==> src/rtl/uart_arbiter_pkg.sv <==
// Shared definitions for the uart arbiter slice: arbiter state encoding and
// default widths/limits used by the tx arbiter and the rx drain.
package uart_arbiter_pkg;

   localparam int DBIT_DEFAULT    = 8;
   localparam int TIMEOUT_DEFAULT = 16;
   localparam int CNT_W           = 8;

   typedef enum logic {
      IDLE = 1'b0,
      LOCK = 1'b1
   } arb_state_e;

endpackage

==> src/rtl/uart_arbiter_rx_drain.sv <==
// Moves bytes from the uart rx FIFO into a one-entry valid/ready output stage,
// sustaining one byte per cycle when the consumer keeps rx_ready high.
module uart_rx_drain
   import uart_arbiter_pkg::*;
#(
   parameter int DBIT = DBIT_DEFAULT
) (
   input  logic            clk,
   input  logic            reset,
   input  logic [DBIT-1:0] uart_rdata,
   input  logic            uart_rx_empty,
   output logic            uart_rd,
   output logic            rx_valid,
   output logic [DBIT-1:0] rx_data,
   input  logic            rx_ready
);

   logic            rxValid_q;
   logic [DBIT-1:0] rxData_q;

   // Pop whenever the output stage is empty or is being emptied this cycle.
   assign uart_rd  = !reset && !uart_rx_empty && (!rxValid_q || rx_ready);
   assign rx_valid = rxValid_q;
   assign rx_data  = rxData_q;

   always_ff @(posedge clk or posedge reset) begin
      if (reset) begin
         rxValid_q <= 1'b0;
         rxData_q  <= '0;
      end else if (uart_rd) begin
         rxValid_q <= 1'b1;
         rxData_q  <= uart_rdata;
      end else if (rx_ready) begin
         rxValid_q <= 1'b0;
      end
   end

endmodule

==> src/rtl/uart_arbiter.sv <==
// Two-requester packet arbiter in front of a uart tx FIFO, with a packet lock,
// round-robin fairness and an idle timeout; rx draining is delegated.
module uart_arbiter
   import uart_arbiter_pkg::*;
#(
   parameter int DBIT    = DBIT_DEFAULT,
   parameter int TIMEOUT = TIMEOUT_DEFAULT
) (
   input  logic            clk,
   input  logic            reset,
   input  logic            req0_valid,
   input  logic [DBIT-1:0] req0_data,
   input  logic            req0_last,
   output logic            req0_ready,
   input  logic            req1_valid,
   input  logic [DBIT-1:0] req1_data,
   input  logic            req1_last,
   output logic            req1_ready,
   output logic            uart_wr,
   output logic [DBIT-1:0] uart_wdata,
   input  logic            uart_tx_full,
   output logic            uart_rd,
   input  logic [DBIT-1:0] uart_rdata,
   input  logic            uart_rx_empty,
   output logic            rx_valid,
   output logic [DBIT-1:0] rx_data,
   input  logic            rx_ready,
   output logic            owner,
   output logic            busy
);

   localparam logic [CNT_W-1:0] CNT_LAST = CNT_W'(TIMEOUT - 1);

   arb_state_e       state_q;
   logic             owner_q;
   logic             rr_q;
   logic [CNT_W-1:0] cnt_q;

   logic ownerValid;
   logic ownerLast;
   logic inLock;
   logic xfer;
   logic winner;

   assign inLock     = (state_q == LOCK);
   assign ownerValid = owner_q ? req1_valid : req0_valid;
   assign ownerLast  = owner_q ? req1_last  : req0_last;
   assign xfer       = inLock && ownerValid && !uart_tx_full;

   // A lone requester wins outright; contention is settled by the rr pointer.
   assign winner = (req0_valid && req1_valid) ? rr_q : req1_valid;

   assign req0_ready = inLock && !owner_q && !uart_tx_full;
   assign req1_ready = inLock &&  owner_q && !uart_tx_full;
   assign uart_wr    = xfer && !reset;
   assign uart_wdata = owner_q ? req1_data : req0_data;
   assign owner      = owner_q;
   assign busy       = inLock;

   always_ff @(posedge clk or posedge reset) begin
      if (reset) begin
         state_q <= IDLE;
         owner_q <= 1'b0;
         rr_q    <= 1'b0;
         cnt_q   <= '0;
      end else begin
         case (state_q)
            IDLE: begin
               if (req0_valid || req1_valid) begin
                  state_q <= LOCK;
                  owner_q <= winner;
                  cnt_q   <= '0;
               end
            end
            LOCK: begin
               // Stalls on tx_full hold the counter; only owner silence ages it.
               if (xfer) begin
                  cnt_q <= '0;
                  if (ownerLast) begin
                     state_q <= IDLE;
                     rr_q    <= ~owner_q;
                  end
               end else if (cnt_q == CNT_LAST) begin
                  state_q <= IDLE;
                  rr_q    <= ~owner_q;
                  cnt_q   <= '0;
               end else if (!ownerValid) begin
                  cnt_q <= cnt_q + 1'b1;
               end
            end
            default: state_q <= IDLE;
         endcase
      end
   end

   uart_rx_drain #(
      .DBIT(DBIT)
   ) uRxDrain (
      .clk          (clk),
      .reset        (reset),
      .uart_rdata   (uart_rdata),
      .uart_rx_empty(uart_rx_empty),
      .uart_rd      (uart_rd),
      .rx_valid     (rx_valid),
      .rx_data      (rx_data),
      .rx_ready     (rx_ready)
   );

endmodule
==> config.mk <==
export PLATFORM = sky130hd
export DESIGN_NAME = uart_arbiter
export DESIGN_NICKNAME = d
export VERILOG_FILES = /design/src/rtl/uart_arbiter_pkg.sv /design/src/rtl/uart_arbiter_rx_drain.sv /design/src/rtl/uart_arbiter.sv
export SDC_FILE = /design/constraint.sdc
export NUM_CORES = 1
export LEC_CHECK = 0
export CELL_PAD_IN_SITES_DETAIL_PLACEMENT = 1
export CELL_PAD_IN_SITES_GLOBAL_PLACEMENT = 1
export CORE_ASPECT_RATIO = 0.9
export CORE_UTILIZATION = 30
export DETAILED_ROUTE_END_ITERATION = 12
export GPL_TIMING_DRIVEN = 0
export PLACE_DENSITY_LB_ADDON = 0.1
export SLEW_MARGIN = 10
export SYNTH_ARGS = -nofsm -noshare
export SYNTH_HDL_FRONTEND = slang
export SYNTH_HIERARCHICAL = 1
export SYNTH_SLANG_ARGS = --single-unit
==> constraint.sdc <==
create_clock -name clk -period 1.79 [get_ports clk]
set_input_delay 0.4475 -clock clk [delete_from_list [all_inputs] [get_ports clk]]
set_output_delay 0.4475 -clock clk [all_outputs]
set_load 0.01 [all_outputs]
# Word-level counts from Yosys, hierarchy flattened
# Index checks and enable logic that the tools add are counted.
# totals
register_bits	20
latch_bits	0
mem_bits_rw	0
mem_bits_ro	0
input_bits	33
out_inout_bits	23
word_cells	54
memories	0
# op_classes
addsub	1
mul	0
div_mod_pow	0
order_cmp	0
eq_ne	4
shift	0
muxes	19
bitwise_logic	2
reduce_logical	22
# ops
operator	count
$mux 8	5
$pmux 8 s2	1
$mux 1	12
$logic_and 1x1->1	10
$add 8x1->8 const B	1
$eq 8x4->1 const B	1
$logic_not 1->1	5
$ne 2x2->1 const B	2
$ne 4x2->1 const B	1
$reduce_and 2->1	2
$reduce_bool 2->1	2
$reduce_and 3->1	1
$logic_or 1x1->1	2
$not 1->1	2
$pmux 1 s2	1

# Longest topological paths before layout
# Gate-level depths: netlist of the first run.
# depth
depth_word	5
mapped_depth	5
ltp_nobuf	5

# By module
# The synthesis of the first run kept the hierarchy.
# by_module_without_submodules
mod	instances	cells_each	area_each_um2	seq_area_each_um2
uart_arbiter	1	79	817.0	275.3
uart_rx_drain	1	23	354.1	225.2

# Worst setup path before layout of the first run
# Ideal clock, no wire load.
# synth_timing
path_type	register -> output
startpoint	register owner_q (netlist: owner)
endpoint	output port uart_wdata[0]
arrival_ps	1236
required_ps	1342
slack_ps	106
stages_incl_launch_ff	4
n_path_buf	2
path_cell_list	dfrtp_1 > buf_6 > clkbuf_1 > mux2_2
# synth_via
elab_chain_len	1
# synth_rtl
item	line_no	rtl
start: declaration	uart_arbiter.sv:35	logic owner_q;
start signal: assignment	uart_arbiter.sv:71	owner_q <= winner;
$mux 8	uart_arbiter.sv:56	assign uart_wdata = owner_q ? req1_data : req0_data;
end: declaration	uart_arbiter.sv:20	output logic [DBIT-1:0] uart_wdata,
# Every way passes these cells.

# Final worst setup path of the first run
# layout_timing
startpoint	register owner_q (netlist: owner)
endpoint	output port uart_wdata[4]
# The elaborated chain is that of the path after synthesis.

==> out/results.ini, run 1 <==
[status]
violations=negative setup slack
status=complete, but fails checks

[sta]
fmax_mhz=549
rsz0062_at_grt=true
holdWs_ps=360
max_slew.worst_pin.slew_ps=472
fin_tns_setup_ps=-135
finalSetupViolCount=7
slew_viol_final=0
finClkSkew_ps=1.09
max_slew_margin_pct=68.5
fin_crit_ps=1820
layout_setup_ws_ps=-30.0
finalHoldViolations=0
finalCritPeriodShare_pct=102

[detailed_routing]
postRouteAntennaNets=0
num_vias=1068
drc=0
routed_via_density=4.94
wl_met3_um=215
highest_layer=met4
firstDrtPassIters=4
wl_met1_um=1460
avgRoutedWirePerCell_um=15.7
drt_iter0_markers=32
routed_wirelength_um=3380
wl_met2_um=1670

[critical_path]
cp-start-kind=flop
critical_path_required_ps=1340
crit_path_end_kind=primary output
crit_type=flop to primary output
critPathMaxFanout=5
cp.arrival_ps=1370

[clock_network]
path_clk_slew_ps=80
cts_sinks=20
ctsLongestPathBuffers=2
insertion_delay_ps=260
cts_tree=done
cts-root-buf=clkbuf_8
numCtsBuffers=3
ctsHtreeMaxLevel=1

[global_route]
grt_max_degree=13
grt_pass1_vias=1164
grt_pass1_wl_um=5510
grt-ovfl-total=0
antenna_found_initial=0
track_usage_pct=18.5

[placement]
dpl_worst_slack_ps=-683
io_buffers=55
dpl.hpwl_um=2510
gp_congestion=0.732

[synth]
ys_seq_area_share_pct=42.7
syn_avg_cell_area_um2=11.5
syn_area_um2=1170
synth_ff_type=dfrtp_1
ys_ff_latch=20
yosysWarningCount=6
async_reset_ff_share_pct=100
synth_edf_count=0
synthCells=102
netlist-cell-type-count=40
synth_nets=136

[layout]
final_nets=205
fin_util_pct=53.4
regArea_um2=500
fillers=400
multi_input_area_um2=683
drive_gt1_share_pct=37.6
diodes=0
areaGrowthSynthToFinish_pct=70.0
layout_common_cells=clkdlybuf4s50_1 (38), dfrtp_1 (20), buf_6 (10), buf_4 (10), mux2_2 (10)
layout_commonest_cell=clkdlybuf4s50_1

[power]
power_per_cell_area_nw_per_um2=1130
power.total_w=0.00226
power_leakage_nw=0.928
ir_drop_v=0.000477

[die]
rows=21
start_util_pct=31.4
die_w_um=67.9
core_area_um2=3730
die_h_um=61.3
die_area_um2=4160
io_pins=56

[hold_path]
hold_path.class=input pin to asynchronous set/reset pin

[flow_run]
max_cap_viol_count=0

[area by class of cell]
class / count / share of cell area (%)
Tap cell: 46 / 2.89
Buffer: 4 / 2.45
Clock buffer: 3 / 2.07
Sequential cell: 20 / 25.1
Multi-Input combinational cell: 72 / 34.3
Clock inverter: 1 / 1.51
Timing Repair Buffer: 64 / 30.5
Inverter: 6 / 1.13
[layer usage]
| metal | track usage [%] | up-vias |
|---|---|---|
| met5 | 0 | - |
| li1 | - | 514 |
| met2 | 31.8 | 35 |
| met4 | 6.25 | 0 |
| met1 | 22.1 | 515 |
| met3 | 5.56 | 4 |
[Yosys cell counts (2+ instances only)]
cell	instances	area (um^2)
a21o_1	3	22.5
a21oi_1	2	10.0
and3_1	3	18.8
clkbuf_1	2	7.51
dfrtp_1	20	500
inv_1	6	22.5
mux2_2	18	203
nand2_1	3	11.3
nand2_4	2	22.5
nor2_1	5	18.8
nor3_1	3	15.0
nor3b_1	2	15.0
o211ai_1	4	30.0
o2bb2ai_1	3	26.3
[final timing paths]
check / from / end / slack [ps] / cells past startpoint
max: owner$_DFFE_PP0P_ / uart_wdata[4] / -30 / 4
min reg2reg: uRxDrain/rx_data[5]$_DFFE_PP0P_ / uRxDrain/rx_data[5]$_DFFE_PP0P_ / 510 / 1
min: reset / uRxDrain/rx_data[1]$_DFFE_PP0P_ / 360 / 2
min in group clk: uRxDrain/rx_data[5]$_DFFE_PP0P_ / uRxDrain/rx_data[5]$_DFFE_PP0P_ / 510 / 1
max reg2reg: owner$_DFFE_PP0P_ / rr_q$_DFFE_PP0P_ / -10 / 6
max in group asynchronous: reset / cnt_q[7]$_DFFE_PP0P_ / 1060 / 2
[power by group]
part           switching, W  total, W  internal, W
Sequential        0.0000608  0.000604     0.000544
Clock              0.000155  0.000454     0.000299
Combinational      0.000481   0.00120     0.000718
Total              0.000696   0.00226      0.00156
[logic make-up (layout without fill, tap and decap cells)]
logic type	Yosys count	count (layout)	share of synthesized area, %
buffers and inverters	10	78	3.95
and+or+nand+nor	28	28	15.1
adders and majority gates	1	1	1.07
DFF	20	20	42.7
muxes	20	20	20.2
AOI/OAI and AO/OA	23	23	17.0
[flip-flops by register name, summed over array words and instances, names as in the netlist]
| signal | flops |
|---|---|
| uRxDrain/rx_data | 8 |
| cnt_q | 8 |
| rr_q | 1 |
| owner | 1 |
| busy | 1 |
| uRxDrain/rx_valid | 1 |
[repair_timing]
item / CTS / global route
gates resized for setup: 65 / 18
setup endpoints to repair: 15 / 14
hold buffers: 0 / 0
pin swaps: 2 / 3
buffers inserted: 5 / 3
gates cloned: 0 / 1
[worst max-delay path, stage by stage, from the launching register on]
cell and delay, ps:
dfrtp_1 390, buf_6 140, clkbuf_16 150, mux2_4 300, buf_6 120
[stage by stage]
step                      area (um^2)  cells
after global placement           1780    203
after floorplan                  1170    102
final                            1990    216
after CTS                        1920    212
after global routing             1990    216
after detailed placement         1780    203
Power figures use the tool's default switching activity.
==> run 2: changes to the inputs <==
Settings changed: CORE_MARGIN set to 2.
==> out/results.ini, run 2 (synthesis gave the netlist of run 1 again) <==
[clock_network]
numCtsBuffers=3
insertion_delay_ps=260
cts_sinks=20
ctsLongestPathBuffers=2
ctsHtreeMaxLevel=1
cts-root-buf=clkbuf_8
holdBufCountCts=0
cts_tree=done
path_clk_slew_ps=80

[critical_path]
path_depth=4
cpPeakStageDelay_ps=400
r2r_slack_ps=80
crit_path_end_kind=primary output
path_cells=buf_6 -> clkbuf_16 -> mux2_4 -> buf_6
cpLargestDelayFamily=buffers and inverters
worst_path_most_repeated_cell=buf_6
rr_worst_depth=4
r2r_end=cnt_q[7]$_DFFE_PP0P_
cp.arrival_ps=1390
path_buf_inv=3
critPathMaxFanout=5
crit_type=flop to primary output
critical_path_required_ps=1340
slowest_stage=dfrtp_1
cp-start-kind=flop
rr_startpoint=cnt_q[5]$_DFFE_PP0P_

[sta]
fmax_mhz=545
finalHoldViolations=0
layout_setup_ws_ps=-43.7
max_slew_margin_pct=69.9
fin_tns_setup_ps=-253
finClkSkew_ps=3.88
fin_crit_ps=1830
rsz0062_at_grt=true
slew_viol_final=0
finalCritPeriodShare_pct=102
max_slew.worst_pin.slew_ps=451
holdWs_ps=364
finalSetupViolCount=7

[global_route]
grt_pass1_vias=1154
grt_max_degree=13
antenna_found_initial=0
track_usage_pct=16.4
grt-ovfl-total=0
grt_pass1_wl_um=5780

[die]
die_area_um2=4420
io_pins=56
die_w_um=69.9
core_area_um2=3730
start_util_pct=31.4
die_h_um=63.3
rows=21

[hold_path]
hold_path.class=input pin to asynchronous set/reset pin

[placement]
gp_congestion=0.778
io_buffers=55
dpl_worst_slack_ps=-664
dpl-instance-area_um2=1780
dpl.hpwl_um=2540

[layout]
final_nets=203
final_area_um2=1970
diodes=0
layout_commonest_cell=clkdlybuf4s50_1
areaGrowthSynthToFinish_pct=68.2
drive_gt1_share_pct=35.7
multi_input_area_um2=681
regArea_um2=500
layout_common_cells=clkdlybuf4s50_1 (39), dfrtp_1 (20), mux2_2 (11)
fillers=390

[detailed_routing]
routed_via_density=5.05
avgRoutedWirePerCell_um=16.2
routed_wirelength_um=3470
drt_iter0_markers=40
postRouteAntennaNets=0
drc=0
num_vias=1080
firstDrtPassIters=4

[flow_run]
max_cap_viol_count=0

[power]
power_per_cell_area_nw_per_um2=1130
power_leakage_nw=0.904
power.total_w=0.00222
ir_drop_v=0.000471

[status]
violations=negative setup slack
status=complete, but fails checks

-- run 2: changes by cell type in the layout (fill, tap and decap cells not counted), sizes merged --
cell           previous run  this run
buf                      23        18
clkbuf                    6         8
clkdlybuf4s50            38        39
-- run 2: area by class of cell --
class / count / area share, %
plain buffers: 4 / 2.35
clock buffers: 3 / 2.10
clock inverters: 1 / 1.52
inverters: 6 / 1.14
multi-input cells: 72 / 34.6
flip-flops and latches: 20 / 25.4
well taps: 46 / 2.92
repair buffers: 62 / 30.0
-- run 2: power breakdown --
group          total, W  internal [W]  switching, W
Clock          0.000455      0.000298      0.000157
Combinational   0.00114      0.000677      0.000465
Sequential     0.000620      0.000543     0.0000766
Total           0.00222       0.00152      0.000699
-- run 2: what timing repair did --
action | 4_1_cts | 5_1_grt
setup buffers | 5 | 1
endpoints found under the setup margin | 16 | 14
cloned | 1 | 0
gates resized for setup | 67 | 12
pin swaps | 4 | 1
-- run 2: how the worst max path moves through the flow --
stage,startpoint,to,slack [ps]
global placement,uart_tx_full,uart_wr,-670
finish,owner$_DFFE_PP0P_,uart_wdata[5],-40
floorplan,owner$_DFFE_PP0P_,uart_wdata[0],110
detailed placement,req1_valid,uart_wr,-660
CTS,owner$_DFFE_PP0P_,uart_wdata[3],-40
global route,owner$_DFFE_PP0P_,uart_wdata[5],-90
-- run 2: through the flow --
step           std cells  utilization (%)
2_1_floorplan        102                -
3_5_place_dp         203             47.7
6_report             214             52.8
4_1_cts              213             52.3
5_1_grt              214             52.8
3_3_place_gp         203             47.7
-- run 2: routing by layer --
metal	global-route usage (%)	share of wire, %	vias to the layer above
li1	-	-	512
met1	21.4	44	523
met2	26.5	48	41
met3	4.64	6.6	4
met4	4.57	0.84	0
met5	0	0	-
